**src/rtl/gbuf_rd_arbiter_pkg.sv**
```systemverilog
// Shared widths for the global-buffer read path, scheduler states and a wrap-increment helper.
// Holds the word-geometry defaults that the rest of the gbuf read path is sized from.
package gbuf_rd_arbiter_pkg;

    localparam int WORD_ADDR_BITS = 8;
    localparam int WORD_SIZE      = 16;
    localparam int WORD_CNT       = 200;
    localparam int GBUF_LEN_BITS  = 8;

    typedef enum logic {
        IDLE  = 1'b0,
        BURST = 1'b1
    } gbuf_state_t;

    // n need not be a power of two, so the wrap is an explicit compare.
    function automatic int wrap_inc(input int v, input int n);
        return (v >= n - 1) ? 0 : v + 1;
    endfunction

endpackage

```
**src/rtl/gbuf_rd_arbiter_if.sv**
```systemverilog
// Requester, SRAM read-port and response signals of the gbuf read scheduler.
// master = the arbiter itself, slave = the requesters/SRAM side.
interface gbuf_rd_arbiter_if
    import gbuf_rd_arbiter_pkg::*;
#(
    parameter int NREQ   = 3,
    parameter int ADDR_W = WORD_ADDR_BITS,
    parameter int DATA_W = WORD_SIZE,
    parameter int LEN_W  = GBUF_LEN_BITS
);
    localparam int ID_W = $clog2(NREQ);

    logic [NREQ-1:0]        req_valid;
    logic [NREQ*ADDR_W-1:0] req_addr;
    logic [NREQ*LEN_W-1:0]  req_len;
    logic [NREQ-1:0]        req_ready;
    logic                   sram_rd_valid;
    logic [ADDR_W-1:0]      sram_rd_addr;
    logic [DATA_W-1:0]      sram_do;
    logic                   rsp_valid;
    logic [ID_W-1:0]        rsp_id;
    logic                   rsp_last;
    logic [DATA_W-1:0]      rsp_data;
    logic                   busy;

    modport master (
        input  req_valid, req_addr, req_len, sram_do,
        output req_ready, sram_rd_valid, sram_rd_addr,
               rsp_valid, rsp_id, rsp_last, rsp_data, busy
    );

    modport slave (
        output req_valid, req_addr, req_len, sram_do,
        input  req_ready, sram_rd_valid, sram_rd_addr,
               rsp_valid, rsp_id, rsp_last, rsp_data, busy
    );

endinterface

```
**src/rtl/gbuf_rd_arbiter_rr_pick.sv**
```systemverilog
// Round-robin picker: first set request at or above ptr, wrapping; one-hot grant plus index.
// Purely combinational; no backpressure of its own.
module gbuf_rd_arbiter_rr_pick #(
    parameter int NREQ  = 3,
    parameter int IDX_W = $clog2(NREQ)
) (
    input  logic [NREQ-1:0]  req,
    input  logic [IDX_W-1:0] ptr,
    output logic [NREQ-1:0]  gnt,
    output logic [IDX_W-1:0] idx
);
    logic found;
    int   cand;

    always_comb begin
        gnt   = '0;
        idx   = '0;
        found = 1'b0;
        cand  = 0;
        for (int i = 0; i < NREQ; i++) begin
            cand = (int'(ptr) + i) % NREQ;
            if (!found && req[cand]) begin
                found     = 1'b1;
                gnt[cand] = 1'b1;
                idx       = IDX_W'(cand);
            end
        end
    end

endmodule

```
**src/rtl/gbuf_rd_arbiter.sv**
```systemverilog
// Round-robin burst read scheduler for the gbuf SRAM: one read per cycle, responses tagged {id,last}.
// Accept->first issue 1 cycle, issue->response 1 cycle; no response backpressure, requesters wait in IDLE.
module gbuf_rd_arbiter
    import gbuf_rd_arbiter_pkg::*;
#(
    parameter int NREQ   = 3,
    parameter int ADDR_W = WORD_ADDR_BITS,
    parameter int DATA_W = WORD_SIZE,
    parameter int DEPTH  = WORD_CNT,
    parameter int LEN_W  = GBUF_LEN_BITS
) (
    input  logic              clk,
    input  logic              rst,
    gbuf_rd_arbiter_if.master bus
);
    localparam int ID_W = $clog2(NREQ);

    gbuf_state_t       state;
    logic [NREQ-1:0]   pick_gnt;
    logic [ID_W-1:0]   pick_idx;
    logic [ID_W-1:0]   rr_ptr;
    logic [ID_W-1:0]   cur_id;
    logic [ADDR_W-1:0] cur_addr;
    logic [LEN_W-1:0]  cur_len;
    logic [LEN_W-1:0]  beat;
    logic              last_beat;

    logic [NREQ-1:0]   req_ready;
    logic              sram_rd_valid;
    logic [ADDR_W-1:0] sram_rd_addr;
    logic [ID_W-1:0]   iss_id;
    logic              iss_last;
    logic              rsp_valid;
    logic [ID_W-1:0]   rsp_id;
    logic              rsp_last;
    logic              busy;
    logic [DATA_W-1:0] rd_word;

    gbuf_rd_arbiter_rr_pick #(.NREQ(NREQ)) u_pick (
        .req (bus.req_valid),
        .ptr (rr_ptr),
        .gnt (pick_gnt),
        .idx (pick_idx)
    );

    assign last_beat = (beat == cur_len);

    always_ff @(posedge clk or negedge rst) begin
        if (!rst) begin
            state         <= IDLE;
            rr_ptr        <= '0;
            cur_id        <= '0;
            cur_addr      <= '0;
            cur_len       <= '0;
            beat          <= '0;
            req_ready     <= '0;
            sram_rd_valid <= 1'b0;
            sram_rd_addr  <= '0;
            iss_id        <= '0;
            iss_last      <= 1'b0;
            rsp_valid     <= 1'b0;
            rsp_id        <= '0;
            rsp_last      <= 1'b0;
            busy          <= 1'b0;
        end else begin
            req_ready     <= '0;
            sram_rd_valid <= 1'b0;
            iss_last      <= 1'b0;
            // The SRAM registers DO, so the tag lags the issue by exactly one stage.
            rsp_valid     <= sram_rd_valid;
            rsp_id        <= iss_id;
            rsp_last      <= iss_last;
            case (state)
                IDLE: begin
                    busy <= sram_rd_valid;
                    if (|bus.req_valid) begin
                        req_ready <= pick_gnt;
                        cur_addr  <= bus.req_addr[int'(pick_idx)*ADDR_W +: ADDR_W];
                        cur_len   <= bus.req_len[int'(pick_idx)*LEN_W +: LEN_W];
                        cur_id    <= pick_idx;
                        beat      <= '0;
                        rr_ptr    <= ID_W'(wrap_inc(int'(pick_idx), NREQ));
                        state     <= BURST;
                    end
                end
                BURST: begin
                    busy          <= 1'b1;
                    sram_rd_valid <= 1'b1;
                    sram_rd_addr  <= cur_addr;
                    iss_id        <= cur_id;
                    iss_last      <= last_beat;
                    cur_addr      <= ADDR_W'(wrap_inc(int'(cur_addr), DEPTH));
                    beat          <= beat + 1'b1;
                    if (last_beat) state <= IDLE;
                end
            endcase
        end
    end

    assign rd_word           = bus.sram_do;
    assign bus.rsp_data      = rd_word;
    assign bus.req_ready     = req_ready;
    assign bus.sram_rd_valid = sram_rd_valid;
    assign bus.sram_rd_addr  = sram_rd_addr;
    assign bus.rsp_valid     = rsp_valid;
    assign bus.rsp_id        = rsp_id;
    assign bus.rsp_last      = rsp_last;
    assign bus.busy          = busy;

endmodule

```
**src/flat_wrapper.sv**
```systemverilog
// flat-port wrapper written by rule: the top's interface ports become plain ports
module gbuf_rd_arbiter_flat import gbuf_rd_arbiter_pkg::*;
#(
    parameter int NREQ   = 3,
    parameter int ADDR_W = WORD_ADDR_BITS,
    parameter int DATA_W = WORD_SIZE,
    parameter int DEPTH  = WORD_CNT,
    parameter int LEN_W  = GBUF_LEN_BITS
)
  (clk, rst, bus_req_valid, bus_req_addr, bus_req_len, bus_sram_do, bus_req_ready, bus_sram_rd_valid, bus_sram_rd_addr, bus_rsp_valid, bus_rsp_id, bus_rsp_last, bus_rsp_data, bus_busy);
  gbuf_rd_arbiter_if #(.NREQ(NREQ), .ADDR_W(ADDR_W), .DATA_W(DATA_W), .LEN_W(LEN_W)) bus_i ();
  input  logic clk;
  input  logic rst;
  input wire logic [$bits(bus_i.req_valid)-1:0] bus_req_valid;
  input wire logic [$bits(bus_i.req_addr)-1:0] bus_req_addr;
  input wire logic [$bits(bus_i.req_len)-1:0] bus_req_len;
  input wire logic [$bits(bus_i.sram_do)-1:0] bus_sram_do;
  output wire logic [$bits(bus_i.req_ready)-1:0] bus_req_ready;
  output wire logic [$bits(bus_i.sram_rd_valid)-1:0] bus_sram_rd_valid;
  output wire logic [$bits(bus_i.sram_rd_addr)-1:0] bus_sram_rd_addr;
  output wire logic [$bits(bus_i.rsp_valid)-1:0] bus_rsp_valid;
  output wire logic [$bits(bus_i.rsp_id)-1:0] bus_rsp_id;
  output wire logic [$bits(bus_i.rsp_last)-1:0] bus_rsp_last;
  output wire logic [$bits(bus_i.rsp_data)-1:0] bus_rsp_data;
  output wire logic [$bits(bus_i.busy)-1:0] bus_busy;
  assign bus_i.req_valid = bus_req_valid;
  assign bus_i.req_addr = bus_req_addr;
  assign bus_i.req_len = bus_req_len;
  assign bus_i.sram_do = bus_sram_do;
  assign bus_req_ready = bus_i.req_ready;
  assign bus_sram_rd_valid = bus_i.sram_rd_valid;
  assign bus_sram_rd_addr = bus_i.sram_rd_addr;
  assign bus_rsp_valid = bus_i.rsp_valid;
  assign bus_rsp_id = bus_i.rsp_id;
  assign bus_rsp_last = bus_i.rsp_last;
  assign bus_rsp_data = bus_i.rsp_data;
  assign bus_busy = bus_i.busy;
  gbuf_rd_arbiter #(.NREQ(NREQ), .ADDR_W(ADDR_W), .DATA_W(DATA_W), .DEPTH(DEPTH), .LEN_W(LEN_W)) u_core (.clk(clk), .rst(rst), .bus(bus_i));
endmodule
```
**config.mk**
```make
export PLATFORM = sky130hd
export DESIGN_NAME = gbuf_rd_arbiter_flat
export DESIGN_NICKNAME = d
export VERILOG_FILES = /design/src/rtl/gbuf_rd_arbiter_pkg.sv /design/src/rtl/gbuf_rd_arbiter_if.sv /design/src/rtl/gbuf_rd_arbiter_rr_pick.sv /design/src/rtl/gbuf_rd_arbiter.sv /design/src/flat_wrapper.sv
export SDC_FILE = /design/constraint.sdc
export NUM_CORES = 1
export LEC_CHECK = 0
export CORE_MARGIN = 1.5
export CORE_UTILIZATION = 47
export CTS_BUF_LIST = sky130_fd_sc_hd__clkbuf_4 sky130_fd_sc_hd__clkbuf_8
export DETAILED_ROUTE_END_ITERATION = 7
export GPL_TIMING_DRIVEN = 0
export PLACE_DENSITY = 0.83
export SKIP_LAST_GASP = 1
export SLEW_MARGIN = 20
export SYNTH_ARGS = -nofsm -noshare
export SYNTH_HDL_FRONTEND = slang
export SYNTH_SLANG_ARGS = --single-unit
```
**constraint.sdc**
```tcl
create_clock -name clk -period 2.82 [get_ports clk]
set_input_delay 0.423 -clock clk [delete_from_list [all_inputs] [get_ports clk]]
set_output_delay 0.423 -clock clk [all_outputs]
set_load 0.01 [all_outputs]
```
* Word-level counts from Yosys, hierarchy flattened
Index checks and enable logic that the tools add are counted.
Cells by class: add/subtract/negate cells 5, div/mod/pow operators 3, $lt $le $gt $ge 8, eq/ne operators 2, shifts and indexed selects 2, multiplexer cells 37, bitwise logic cells 3, reductions and logical operators 9
Operator list (count):
- greater-or-equal comparator 32 x 1 -> 1 bit (second input constant) | 3
- less-than comparator 32 x 4 -> 1 bit (second input constant) | 3
- modulo 32 x 3 -> 32 bit (second input constant) | 2
- variable part select 24 x 6 -> 8 bit | 2
- modulo 3 x 3 -> 32 bit (second input constant) | 1
- one-hot mux 8 bit (2 select lines) | 2
- 2-to-1 mux 8 bit | 3
- adder 8 x 1 -> 8 bit (second input constant) | 2
- 2-to-1 mux 1 bit | 15
- 2-to-1 mux 3 bit | 5
- equality test 8 bit | 1
- greater-or-equal comparator 8 bit (second input constant) | 1
- 2-to-1 mux 2 bit | 4
- binary-select mux 1 bit (select 2 bit) | 3
- demux 1 bit (select 2 bit) | 3
- OR 3 bit | 2
- logical AND 1 bit | 5
- one-hot mux 1 bit (2 select lines) | 2
- adder 2 x 1 -> 3 bit (second input constant) | 1
- adder 2 x 2 -> 3 bit (second input constant) | 1
- OR reduction 3 bit | 1
- adder 2 x 1 -> 2 bit (second input constant) | 1
- greater-or-equal comparator 2 bit (second input constant) | 1
- zero test 1 bit | 2
- other kinds (3) | 3
Storage, ports and cells: bits in registers 49, bits of input ports 69, word-level logic and storage cells 84

* Longest topological paths before layout
Gate-level depths: netlist of the first run.
depth in word-level cells 14, gate-level depth with buffers 9

* Modules after synthesis
From an unflattened synthesis of the first run, not the netlist that was laid out.
Unflattened totals: cell total of the unflattened synthesis 301, area, all modules 2824.0 sq um
By module, submodules not included:
- gbuf_rd_arbiter | instances 1, cells an instance 249, area each 2491.1 sq um, seq. area each 1226.2 sq um
- gbuf_rd_arbiter_rr_pick | instances 1, cells an instance 52, area each 332.8 sq um, seq. area each 0.0 sq um

* Least setup slack after synthesis of the first run
Ideal clock, no wire load.
path type flip-flop to flip-flop, start register u_core.rr_ptr[1], end register u_core.cur_addr[1], data arrival time 2.097 ns, slack 0.597 ns, cell stages (with the launch flop) 9, period minus slack after synthesis 2.223 ns, cell sequence dfrtp_1 > inv_1 > ha_1 > buf_6 > mux2i_1 > o211ai_2 > o21bai_4 > mux2_4 > a221o_1
Between the ends: word-level cells in the longest chain between the ends 14
Ends and longest elaborated chain:
- start, declared | RTL line gbuf_rd_arbiter.sv:21 | logic [ID_W-1:0] rr_ptr;
- start signal, assigned | RTL line gbuf_rd_arbiter.sv:82 | rr_ptr <= ID_W'(wrap_inc(int'(pick_idx), NREQ));
- parallel branches: the longest is 10 deep, another holds modulo 32 x 3 -> 32 bit
- 2-to-1 mux 2 bit (*) | RTL line gbuf_rd_arbiter_rr_pick.sv:22 | if (!found && req[cand]) begin
- variable part select 24 x 6 -> 8 bit (*) | RTL line gbuf_rd_arbiter.sv:78 | cur_addr <= bus.req_addr[int'(pick_idx)*ADDR_W +: ADDR_W];
- 2-to-1 mux 8 bit (*) | RTL line gbuf_rd_arbiter.sv:76 | if (|bus.req_valid) begin
- one-hot mux 8 bit (2 select lines) (*) | RTL line gbuf_rd_arbiter.sv:73 | case (state)
- end signal, assigned | RTL line gbuf_rd_arbiter.sv:78
- end signal, assigned | RTL line gbuf_rd_arbiter.sv:92 | cur_addr <= ADDR_W'(wrap_inc(int'(cur_addr), DEPTH));
- end, declared | RTL line gbuf_rd_arbiter.sv:23 | logic [ADDR_W-1:0] cur_addr;
Every way passes the cells marked *. The select of a mux whose other input is x is not followed. A chain may end at the register's enable or synchronous reset.

* Worst setup path in the final report of the first run
Ends and elaborated chain as after synthesis.

==> impl_metrics.csv, run 1 <==
group,metric,value,unit
yosys,synthesis.nets,359,
yosys,synth_ff_type,"dfrtp_1",
worst_setup_path,cp_top_family,"compound AO/OA/AOI/OAI gates",
clock_tree,cts.reportedPaths.clkPinSlew,0.09,ns
yosys,ys_warn_count,0,
worst_setup_path,crit_chain,"inv_1 > ha_1 > buf_6 > mux2i_1 > nor2_1 > o31ai_1 > nor2_1 > a221o_1",
clock_tree,cts_hold_buffers,0,
clock_tree,clockBufferDepth,2,
clock_tree,cts_inserted_buffers,5,
timing,period_share,87.8,%
worst_setup_path,crit_required,3.01,ns
global_routing,antenna_found_initial,0,
timing,hold_viol,0,
routing,wl_per_cell,15.4,um
timing,fin_ws,0.345,ns
placement,post-place-cells,444,
routing,dr.pass1.iters,4,
floorplan,start_util,48.8,%
power,seqPwrFrac,35.4,%
power,internal_power,0.00212,W
floorplan,coreArea,5920,um^2
global_routing,grt.overflow.total,0,
yosys,async_reset_ff_share,100,%
placement,io_buffers,84,
worst_setup_path,worstSetupPathType,"flop to flop",
routing,num_vias,2489,
yosys,ys_seq_elements,49,
routing,viasPerCell,5.51,
power,ir_worst_vdd,0.427,mV
clock_tree,cts_max_level,2,
placement,hpwl,5420,um
finish,nets,451,
finish,final_cells,452,
routing,routed_wl,6970,um
floorplan,chipWidth,81.4,um
timing,tightest_slew,0.601,ns
timing,fin_worst_skew,0.00624,ns
clock_tree,cts_setup_buffers,0,
timing,slew_headroom,59.9,%
placement,gp_congestion,0.820,
power,powerDensity,884,nW/um^2
clock_tree,clkLatencyLatePin,0.30,ns
status,status,"completed",
floorplan,die_h,81.4,um
clock_tree,root_buffer,"clkbuf_8",
routing,drt-initial-drc-count,172,
global_routing,grt_max_degree,32,
power,clkPwrFrac,11.8,%
floorplan,die_area,6630,um^2
finish,insertedDiodeCount,0,
timing,finalMaxSlewViolations,0,
power,power_frac_comb,52.7,%
power,p_leak,1.68,nW
finish,drive_above_1_share,15.4,%
routing,ant_nets,0,
power,p_sw,0.00136,W
timing,rsz0062_at_grt,"false",
finish,fill_cells,493,
global_routing,grt_usage,22.1,%
worst_setup_path,path_buf_inv,2,
yosys,synth_cells,284,
routing,drc,0,
timing,hold_ws,0.0558,ns
timing,fmaxAchievable,0.404,GHz
yosys,syn_area,2890,um^2
run,cap_violations,0,
worst_setup_path,start_kind,"flop",
clock_tree,cts_resized,0,
placement,place_ws,0.144,ns
finish,area_growth,36.0,%
floorplan,ios,102,
worst_setup_path,crit_path_frequent_cell,"nor2_1",
hold_path,min_path_type,"input port to asynchronous set/reset pin",
timing,setup_viol,0,
clock_tree,cts_tree,"built",
yosys,ys_seq_area_share,42.4,%
timing,min_period,2.48,ns
worst_setup_path,slowest_delay,0.50,ns
yosys,synth.distinct_cells,55,
floorplan,rows,28,
worst_setup_path,regToRegSetupSlack,0.34,ns
worst_setup_path,cpMaxStageDelayCell,"o31ai_1",
global_routing,grt_pass1_wl,11100,um
worst_setup_path,cp-end-kind,"flop",
clock_tree,cts_sinks,49,
worst_setup_path,crit_arrival,2.67,ns
power,p_sw_share,39.0,%
worst_setup_path,path_max_fanout,9,
global_routing,grt_pass1_vias,2353,
yosys,syn_avg_cell_area,10.2,um^2
yosys,synth_edf_count,0,
## sequential cells by signal (all words and copies together), names as in the netlist
name	flops
u_core.beat	8
u_core.bus.sram_rd_addr	8
u_core.cur_addr	8
u_core.cur_len	8
u_core.bus.req_ready	3
u_core.bus.rsp_id	2
u_core.cur_id	2
u_core.iss_id	2
u_core.rr_ptr	2
u_core.bus.busy	1
u_core.bus.rsp_last	1
u_core.bus.rsp_valid	1
u_core.bus.sram_rd_valid	1
u_core.iss_last	1
u_core.state	1
## worst register-to-register path, cell delays in order, from the launching register on
cell     delay, ns
dfrtp_1       0.42
inv_1         0.09
ha_1          0.15
buf_6         0.14
mux2i_1       0.36
nor2_1        0.14
o31ai_1       0.50
nor2_1        0.21
a221o_1       0.36
## cells by family (layout without fill, tap and decap cells)
logic type	after synthesis	count (layout)	share of synthesized area [%]
compound gates	64	64	16.2
xor+xnor	12	12	3.63
fa+ha+maj	6	6	2.60
buf+inv	37	130	7.75
flops	49	49	42.4
mux	31	31	12.3
simple gates	85	85	15.1
## layout make-up
cell class	instances	area [um^2]	share of cell area, %
clock buffers	5	68.8	1.75
well taps	75	93.8	2.39
plain buffers	31	201	5.12
flip-flops and latches	49	1230	31.2
multi-input cells	198	1440	36.7
repair buffers	85	856	21.8
inverters	6	22.5	0.573
clock inverters	3	21.3	0.541
## cell usage in the layout, fill, tap and decap left out, types with 3 or more instances in the layout
master / instances
o211ai_1: 10
clkbuf_1: 7
a21oi_1: 7
a221o_1: 6
xor2_1: 5
nor2b_1: 8
mux2i_1: 13
buf_2: 6
o21ai_0: 16
mux2_4: 6
nand3_1: 17
xnor2_1: 7
ha_1: 6
nor3_1: 3
dfrtp_1: 49
clkbuf_8: 5
buf_4: 16
mux2_2: 12
o31ai_1: 4
inv_1: 6
clkdlybuf4s50_1: 83
nor2_1: 8
nand2_1: 30
## metal layers
layer  GRT usage, %  vias up  share of wire [%]
li1               -     1196                  -
met1           28.3     1199                 42
met2           38.6       88                 51
met3           4.00        6                6.3
met4           5.17        0               0.79
met5              0        -                  0
## through the flow
stage	area, um^2	utilization [%]	total power, W	TNS [ns]
2_1_floorplan	2890	-	0.00251	0
3_3_place_gp	3830	64.6	0.00300	-2.21
3_5_place_dp	3840	64.9	0.00307	0
4_1_cts	3930	66.4	0.00349	0
5_1_grt	3930	66.4	0.00372	0
6_report	3930	66.4	0.00348	0
## Yosys cell counts, types with 2 or more instances
master    count  area share [%]
a21oi_1       7             1.2
a221o_1       6             2.1
a221oi_1      2            0.61
a31oi_1       2            0.43
and3_1        2            0.43
buf_2         5            0.87
buf_4        16             4.2
clkbuf_1      7            0.91
dfrtp_1      49              42
ha_1          6             2.6
inv_1         6            0.78
mux2_2       12             4.7
mux2_4        6             3.1
mux2i_1      13             4.5
nand2_1      30             3.9
nand2b_1      2            0.43
nand3_1      17             2.9
nand3b_1      2            0.52
nand4_1       2            0.43
nor2_1        8             1.0
nor2b_1       8             1.7
nor3_1        3            0.52
nor4_1        2            0.43
o211ai_1     10             2.6
o21ai_0      16             2.8
o22ai_1       2            0.43
o31ai_1       4             1.0
or2_2         2            0.43
xnor2_1       7             2.1
xor2_1        5             1.5
## power by group through the flow
stage	Combinational (W)	Clock (W)	Sequential [W]
floorplan	0.00130	0	0.00121
global route	0.00200	0.000453	0.00127
finish	0.00183	0.000412	0.00123
global placement	0.00178	0	0.00122
detailed placement	0.00183	0	0.00124
CTS	0.00184	0.000419	0.00123
## final timing paths
check | to | cells after the start | from
setup reg to reg | u_core.cur_addr[1] | 8 | u_core.rr_ptr[1]
min in group clk | u_core.bus.rsp_last | 0 | u_core.iss_last
max in group asynchronous | u_core.cur_len[2] | 2 | rst
setup / recovery | u_core.cur_addr[1] | 8 | u_core.rr_ptr[1]
hold reg to reg | u_core.bus.rsp_last | 0 | u_core.iss_last
hold / removal | u_core.bus.req_ready[2] | 1 | rst
Power figures use the tool's default switching activity.
==> run 2, diff against run 1 <==
CAP_MARGIN = 10   (was default)
CORE_UTILIZATION = 42   (was 47)
PLACE_DENSITY = 0.78   (was 0.83)
clock period = 2.1 ns   (was 2.82 ns; I/O delays follow)
==> impl_metrics.csv, run 2 (synthesized netlist as in run 1, its figures left out) <==
group,metric,value,unit
routing,num_vias,2673,
power,p_sw,0.00216,W
power,powerDensity,1290,nW/um^2
clock_tree,cts_inserted_buffers,5,
worst_setup_path,crit_arrival,2.48,ns
routing,wl_per_cell,16.3,um
timing,rsz0062_at_grt,"true",
worst_setup_path,start_kind,"flop",
finish,layout_commonest_cell,"clkdlybuf4s50_1",
power,p_leak,1.85,nW
clock_tree,cts_sinks,49,
worst_setup_path,crit_required,2.28,ns
global_routing,grt_pass1_vias,2483,
placement,gp_congestion,0.856,
clock_tree,clockBufferDepth,2,
global_routing,grt_max_degree,31,
routing,ant_nets,0,
power,clkPwrFrac,9.1,%
placement,hpwl,5370,um
worst_setup_path,cp-end-kind,"flop",
timing,tightest_slew,0.706,ns
routing,drt-initial-drc-count,102,
power,power_frac_comb,61.3,%
global_routing,grt_usage,20.4,%
clock_tree,cts_hold_buffers,0,
routing,dr.pass1.iters,4,
run,cap_violations,0,
timing,slew_headroom,52.9,%
floorplan,start_util,43.0,%
power,ir_worst_vdd,0.534,mV
floorplan,coreArea,6720,um^2
timing,period_share,110,%
timing,fmaxAchievable,0.434,GHz
finish,insertedDiodeCount,0,
finish,multiInputGateArea,1610,um^2
floorplan,chipWidth,86.0,um
clock_tree,cts_max_level,2,
placement,place_ws,-0.441,ns
clock_tree,clkLatencyLatePin,0.29,ns
global_routing,antenna_found_initial,0,
clock_tree,cts.reportedPaths.clkPinSlew,0.09,ns
floorplan,rows,30,
timing,setup_viol,18,
global_routing,grt.overflow.total,0,
timing,fin_ws,-0.205,ns
finish,final_cells,479,
routing,viasPerCell,5.58,
clock_tree,cts_tree,"built",
power,p_sw_share,38.4,%
worst_setup_path,worstSetupPathType,"flop to flop",
finish,mostFrequentLayoutCells,"clkdlybuf4s50_1, dfrtp_1, buf_4",
routing,drc,0,
finish,register_area,1230,um^2
timing,finalMaxSlewViolations,0,
routing,routed_wl,7830,um
floorplan,die_area,7390,um^2
power,power.total,0.00563,W
timing,min_period,2.30,ns
placement,io_buffers,84,
finish,nets,475,
clock_tree,root_buffer,"clkbuf_8",
status,status,"complete, but fails checks",
power,internal_power,0.00346,W
timing,fin_worst_skew,0.00487,ns
floorplan,die_h,86.0,um
floorplan,ios,102,
global_routing,grt_pass1_wl,11700,um
power,seqPwrFrac,29.6,%
worst_setup_path,path_max_fanout,7,
status,violations,"setup timing",
timing,hold_viol,0,
finish,fill_cells,558,
finish,area_growth,50.9,%
finish,drive_above_1_share,25.8,%
hold_path,min_path_type,"input port to asynchronous set/reset pin",
placement,post-place-cells,449,
## run 2: cell count changes in the layout (fill, tap and decap cells not counted), moves of 3 or more
cell	previous run	this run
mux2i_2	0	3
buf_6	1	4
buf_12	1	4
mux2i_1	13	9
ha_1	6	3
buf_4	16	33
## run 2: path summary, 6_finish.rpt
check	endpoint	from	cells after the start	slack, ns
max in group asynchronous	u_core.cur_addr[2]	rst	2	1.49
worst max register to register	u_core.cur_addr[2]	u_core.rr_ptr[1]	9	-0.20
min in group clk	u_core.bus.rsp_last	u_core.iss_last	0	0.36
worst min-delay path	u_core.cur_len[6]	rst	1	0.06
worst min register to register	u_core.bus.rsp_last	u_core.iss_last	0	0.36
worst max-delay path	u_core.cur_addr[2]	u_core.rr_ptr[1]	9	-0.20
## run 2: area by class of cell
cell class              instances  share of cell area (%)
plain buffers                  30                    4.96
well taps                      80                    2.29
flip-flops and latches         49                    28.1
clock inverters                 1                   0.115
clock buffers                   5                    1.58
multi-input cells             199                    37.0
inverters                       6                   0.516
repair buffers                109                    25.4
## run 2: layer usage
| metal | part of all wire, % | up-vias | global-route usage [%] |
|---|---|---|---|
| met2 | 52 | 123 | 35.6 |
| met1 | 41 | 1294 | 25.3 |
| met4 | 0.92 | 0 | 6.74 |
| met3 | 6.0 | 6 | 3.85 |
| li1 | - | 1250 | - |
| met5 | 0 | - | 0 |
## run 2: power by group through the flow
stage	clock [W]	sequential [W]	combinational [W]
floorplan	0	0.00162	0.00177
global placement	0	0.00164	0.00241
detailed placement	0	0.00167	0.00248
CTS	0.000526	0.00166	0.00281
global route	0.000564	0.00171	0.00370
finish	0.000513	0.00166	0.00345
## run 2: worst max-delay path: stages, from the launching register on
cell,delay [ns]
dfrtp_2,0.42
inv_2,0.08
ha_4,0.12
buf_6,0.12
mux2_4,0.32
nor3_4,0.28
o21bai_4,0.09
buf_12,0.15
mux2_4,0.30
a221o_1,0.30
## run 2: repair_timing
item | in CTS | in global routing
pin swaps | 6 | 13
setup buffers | 11 | 12
resized for setup | 13 | 31
gates cloned | 0 | 3
setup endpoints to repair | 22 | 23
## run 2: stage by stage
| stage | TNS, ns | utilization (%) | hold slack [ns] | cell area (um^2) |
|---|---|---|---|---|
| 2_1_floorplan | -0.318 | - | 0.0194 | 2900 |
| 3_3_place_gp | -41.49 | 57.2 | 0.336 | 3840 |
| 3_5_place_dp | -8.68 | 57.5 | 0.335 | 3860 |
| 4_1_cts | -2.99 | 61.1 | 0.0768 | 4110 |
| 5_1_grt | -4.06 | 65.0 | 0.111 | 4360 |
| 6_report | -2.22 | 65.0 | 0.0591 | 4360 |
==> RTL change 1: new RTL, settings of run 2 <==
Set the package constant `GBUF_LEN_BITS` to 4 (it was 8).
--- a/src/rtl/gbuf_rd_arbiter_pkg.sv
+++ b/src/rtl/gbuf_rd_arbiter_pkg.sv
@@ -5,7 +5,7 @@
     localparam int WORD_ADDR_BITS = 8;
     localparam int WORD_SIZE      = 16;
     localparam int WORD_CNT       = 200;
-    localparam int GBUF_LEN_BITS  = 8;
+    localparam int GBUF_LEN_BITS  = 4;
 
     typedef enum logic {
         IDLE  = 1'b0,
Ports: changed (resized bus_req_len); port bits go from 102 to 90. The function was not compared with the original's and may differ.
==> RTL change 1 against run 2 <==
The run still ends with negative setup slack left. Final area down 17%. Power shrank 9.2%. Count of clock-buffer cells in the layout did not move. Via count is 19% lower. Synthesized area is 16% lower. Sequential share of layout area increased by 0.23 points. Sequential cell count down 8. Worst setup slack better by 0.11 ns. Routed wire length down 17%. Die area fell by 15%.
==> RTL change 1: results (changes against run 2) <==
----------------------------------------------------
[Logic synthesis]
  Synth Area per Inst ... 10.6 µm² (+3.9%)
  Post-synth net total ... 293 (-18%)
  Top cells by count, synth ... 41 x dfrtp_1, 16 x buf_4, 14 x inv_1
  Leading post-synthesis cells by cell area ... dfrtp_1 42%, mux2_2 5.1%, buf_4 4.9%
  Share of synthesized area occupied by flip-flops and latches ... 42.2% (-0.25 points)

[Critical path]
  Launching instance or port of the critical path ... u_core.rr_ptr[0]$_DFFE_PN0P_
  CP arrival ... 2.38 ns (-0.10 ns)
  Critical Path Max Stage Delay ... 0.52 ns (+0.10 ns)
  Cell family contributing the most delay on the critical path ... simple AND/OR/NAND/NOR gates

[Timing]
  Setup violations, final ... 11 (-7)
  Final worst-path setup slack ... -0.0927 ns (+0.112 ns)
  Final setup TNS ... -0.636 ns (+1.58 ns)
  Max Clock Skew ... 0.0106 ns (+0.00573 ns)
  Slew Limit Headroom ... 66.1% (+13 points)

[Placement]
  RePlAce Congestion ... 0.839 (-2.1%)
  Minimum setup slack after placement ... -0.298 ns (+0.143 ns)
  Dpl hpwl ... 4.46 mm (-17%)
  # port buffers ... 72 (-14%)
  Area after DPL ... 3260 µm² (-16%)

[Layout]
  Inverter count of the layout excluding clock inverters ... 14 (+8)
  Multi-input logic area ... 1270 µm² (-21%)
  Layout multi-input combinational cell count ... 147 (-26%)
  Clock Network Area Fraction ... 3.18% (+1.5 points)
  Sequential cell area ... 1030 µm² (-16%)
  Fraction of final layout cells sized beyond drive strength 1 ... 27.8% (+2.0 points)

[GRT]
  Largest net degree at the start of global routing ... 30 (-3.2%)
  Global-route wire length before repair ... 10.1 mm (-13%)
  Met1 GRT Util ... 26.0% (+0.78 points)
  Met2 track demand over resource ... 35.6% (about the same)

[Run status]
  Status ... complete, but fails checks
  Violations in the final reports ... negative setup slack

[Drt]
  Mean routed wirelength per cell ... 16.4 µm (+0.20%)
  Met3 wirelength from detailed routing ... 516 µm (+11%)
  Wire length the detailed router placed on met1 ... 2.60 mm (-19%)
  Total number of vias ... 2174 (-19%)
  First-iteration detailed-routing DRC count ... 156 (+53%)

[Min path]
  Type of the tightest min-delay check ... reg -> reg

[Power and ir drop]
  Power per cell area ... 1410 nW/µm² (+9.4%)

----------------------------------------------------
[RTL change 1: logic make-up (layout without fill, tap and decap cells)]
family / Yosys count / in the layout / share of synthesized area, %
flip-flops: 41 / 41 / 42.2
buffers and inverters: 42 / 136 / 9.92
AO/OA/AOI/OAI: 59 / 59 / 20.8
XOR/XNOR: 8 / 8 / 2.88
AND/OR/NAND/NOR: 58 / 58 / 13.8
multiplexers: 16 / 16 / 7.35
adder cells (fa/ha/maj): 6 / 6 / 3.08
[RTL change 1: worst register-to-register path, delay by kind of cell, from the launching register on]
kind	cells	cell delay, ns
fa+ha+maj	1	0.23
buf+inv	2	0.25
flops	1	0.46
mux	1	0.27
compound gates	3	0.37
simple gates	1	0.52
[RTL change 1: worst paths after layout]
check                                                 to  slack [ns]  cells after the start
min in group asynchronous      u_core.bus.busy$_DFF_PN0_        0.43                      2
hold reg to reg            u_core.bus.rsp_last$_DFF_PN0_        0.36                      0
hold / removal             u_core.bus.rsp_last$_DFF_PN0_        0.36                      0
setup / recovery            u_core.cur_id[0]$_DFFE_PN0P_       -0.09                      8
max in group asynchronous   u_core.rr_ptr[0]$_DFFE_PN0P_        1.20                      3
setup reg to reg            u_core.cur_id[0]$_DFFE_PN0P_       -0.09                      8
[RTL change 1: timing repair]
action,4_1_cts,5_1_grt
endpoints found under the setup margin,15,16
pin swaps,2,11
hold buffers,1,0
cloned,0,1
endpoints found under the hold margin,12,0
gates resized for setup,13,21
buffers inserted,4,7
[RTL change 1: power by group]
group,internal (mW),switching (mW),total [mW]
clock network,0.356,0.310,0.666
logic,1.59,1.36,2.95
registers,1.15,0.342,1.49
==> RTL change 2: new RTL, config.mk and constraints of run 2 <==
Made on the original files. Make the reset (`rst`) synchronous in one clocked block.
--- a/src/rtl/gbuf_rd_arbiter.sv
+++ b/src/rtl/gbuf_rd_arbiter.sv
@@ -45,7 +45,7 @@
 
     assign last_beat = (beat == cur_len);
 
-    always_ff @(posedge clk or negedge rst) begin
+    always_ff @(posedge clk) begin
         if (!rst) begin
             state         <= IDLE;
             rr_ptr        <= '0;
Function: differs if rst is asserted again (counterexample within 4 cycles, from zero or initial values and one cycle with rst low); with rst held inactive, the same outputs for 4 cycles.
==> RTL change 2 against run 2 <==
The run still ends with negative setup slack left. Routed wire length increased by 1.2%. Via count increased by 1.9%. Sequential cell count unchanged. Non-clock buffer count is 7 lower. Sequential share of layout area is 4.8 points lower. Worst setup slack gained 0.19 ns. Final area fell by 3.3%. Synthesized area is 5.1% lower. Global-route usage up 0.66 points.
Power is not compared: it rests on default switching activity, and its combinational part moved more than twofold at a synthesized area within 25%.
==> RTL change 2: results (changes against run 2) <==
----------------------------------------------------
[Run status]
  Status ... complete, but fails checks
  Violations in the final reports ... negative setup slack

[Critical path]
  Launching instance or port of the critical path ... u_core.rr_ptr[1]$_SDFFE_PN0P_
  Cell family contributing the most delay on the critical path ... buffers and inverters
  Critical register-to-register path endpoint ... u_core.cur_len[3]$_SDFFE_PN0P_
  Slowest-stage cell, CP ... dfxtp_4
  Worst R2R Path Depth ... 10 (+1)
  CP arrival ... 2.31 ns (-0.17 ns)
  Critical Path Max Stage Delay ... 0.37 ns (-0.05 ns)
  Critical path peak fanout ... 8 (+1)

[GRT]
  Vias in the first global route ... 2591 (+4.3%)
  Global-route usage over all layers ... 21.0% (+0.66 points)
  Largest net degree at the start of global routing ... 15 (-52%)
  Global-route wire length before repair ... 12.1 mm (+3.1%)

[Layout]
  Fraction of final layout cells sized beyond drive strength 1 ... 23.1% (-2.7 points)
  Inverter count of the layout excluding clock inverters ... 9 (+3)
  Layout multi-input combinational cell count ... 218 (+9.5%)
  Register fraction of the total cell area ... 23.4% (-4.8 points)
  Fin nets ... 490 (+3.2%)
  Bufs w/o clock ... 132 (-5.0%)
  Multi-input logic area ... 1730 µm² (+7.4%)
  Layout buffering overhead excluding clock cells ... 30.1% (-0.33 points)
  Clock tree buffer count of the final layout ... 7 (+2)
  Clock Network Area Fraction ... 2.40% (+0.71 points)
  Filler cell count ... 494 (-11%)

[Logic synthesis]
  Count of distinct cell types in the synthesized netlist ... 49 (-11%)
  Top cells by count, synth ... 49 x dfxtp_1, 27 x mux2i_1, 24 x o21ai_0
  Area fraction in compound gates after synthesis ... 19.7% (+3.5 points)
  Leading post-synthesis cells by cell area ... dfxtp_1 36%, mux2i_1 9.8%, buf_4 4.9%
  Adder and majority cell fraction of the synthesized area ... 2.73% (+0.14 points)
  Share of synthesized area occupied by flip-flops and latches ... 35.7% (-6.7 points)
  FFs w/ async S/R, synth ... 0% (-100 points)
  Fraction of synthesized area in multiplexers ... 11.8% (-0.53 points)
  Post-synth net total ... 383 (+6.7%)
  Fraction of synthesized cell area in xor and xnor cells ... 3.19% (-0.44 points)

[Placement]
  Minimum setup slack after placement ... -0.676 ns (-0.235 ns)
  # port buffers ... 84 (unchanged)
  RePlAce Congestion ... 0.824 (-3.8%)
  Dpl hpwl ... 5.33 mm (-0.58%)

[Timing]
  Final worst-path setup slack ... -0.0156 ns (+0.189 ns)
  Transition time at the pin with the least slew margin ... 0.741 ns (+0.0353 ns)
  Setup violations, final ... 1 (-17)
  Max Clock Skew ... 0.00311 ns (-0.00176 ns)

[Drt]
  Total number of vias ... 2725 (+1.9%)
  First-iteration detailed-routing DRC count ... 294 (+190%)
  Post-Route WL ... 7.93 mm (+1.2%)

[Clocking]
  Postcts setup bufs ... 10 (-1)
  CTS max path bufs ... 2 (unchanged)
  Number of gates resized after cts ... 17 (+4)
  CTS clock-pin slew for the worst setup and hold paths ... 0.09 ns (about the same)

[Min path]
  Type of the tightest min-delay check ... reg -> reg

[Power and ir drop]
  IR drop worst, VDD ... 0.431 mV

----------------------------------------------------
[RTL change 2: changes by cell type after synthesis, moves of 6 or more]
| cell | change |
|---|---|
| mux2i_1 | +14 |
| a221o_1 | -6 |
| o21ai_0 | +8 |
| dfrtp_1 | -49 |
| nand2_1 | -12 |
| nor2b_1 | +12 |
| xnor2_1 | -6 |
| a22oi_1 | +17 |
| mux2_2 | -10 |
| dfxtp_1 | +49 |
| and2_1 | +11 |
| nand3_1 | -9 |
[RTL change 2: per-stage QoR]
step,area [µm²],hold slack (ns),TNS (ns),util [%],instances
after floorplan,2770,0.412,-0.328,-,308
after global routing,4220,0.486,-0.798,66.5,493
after CTS,3950,0.453,0,62.3,485
after detailed placement,3710,0.429,-11.24,58.5,469
final,4220,0.452,-0.0156,66.5,493
after global placement,3710,0.425,-11.41,58.4,469
[RTL change 2: metal layers]
layer	vias to the layer above	global-route usage, %	share of wire, %
met5	-	0	0
met4	0	8.79	2.1
met3	15	3.07	4.8
met2	100	36.0	50
met1	1311	26.4	43
li1	1299	-	-
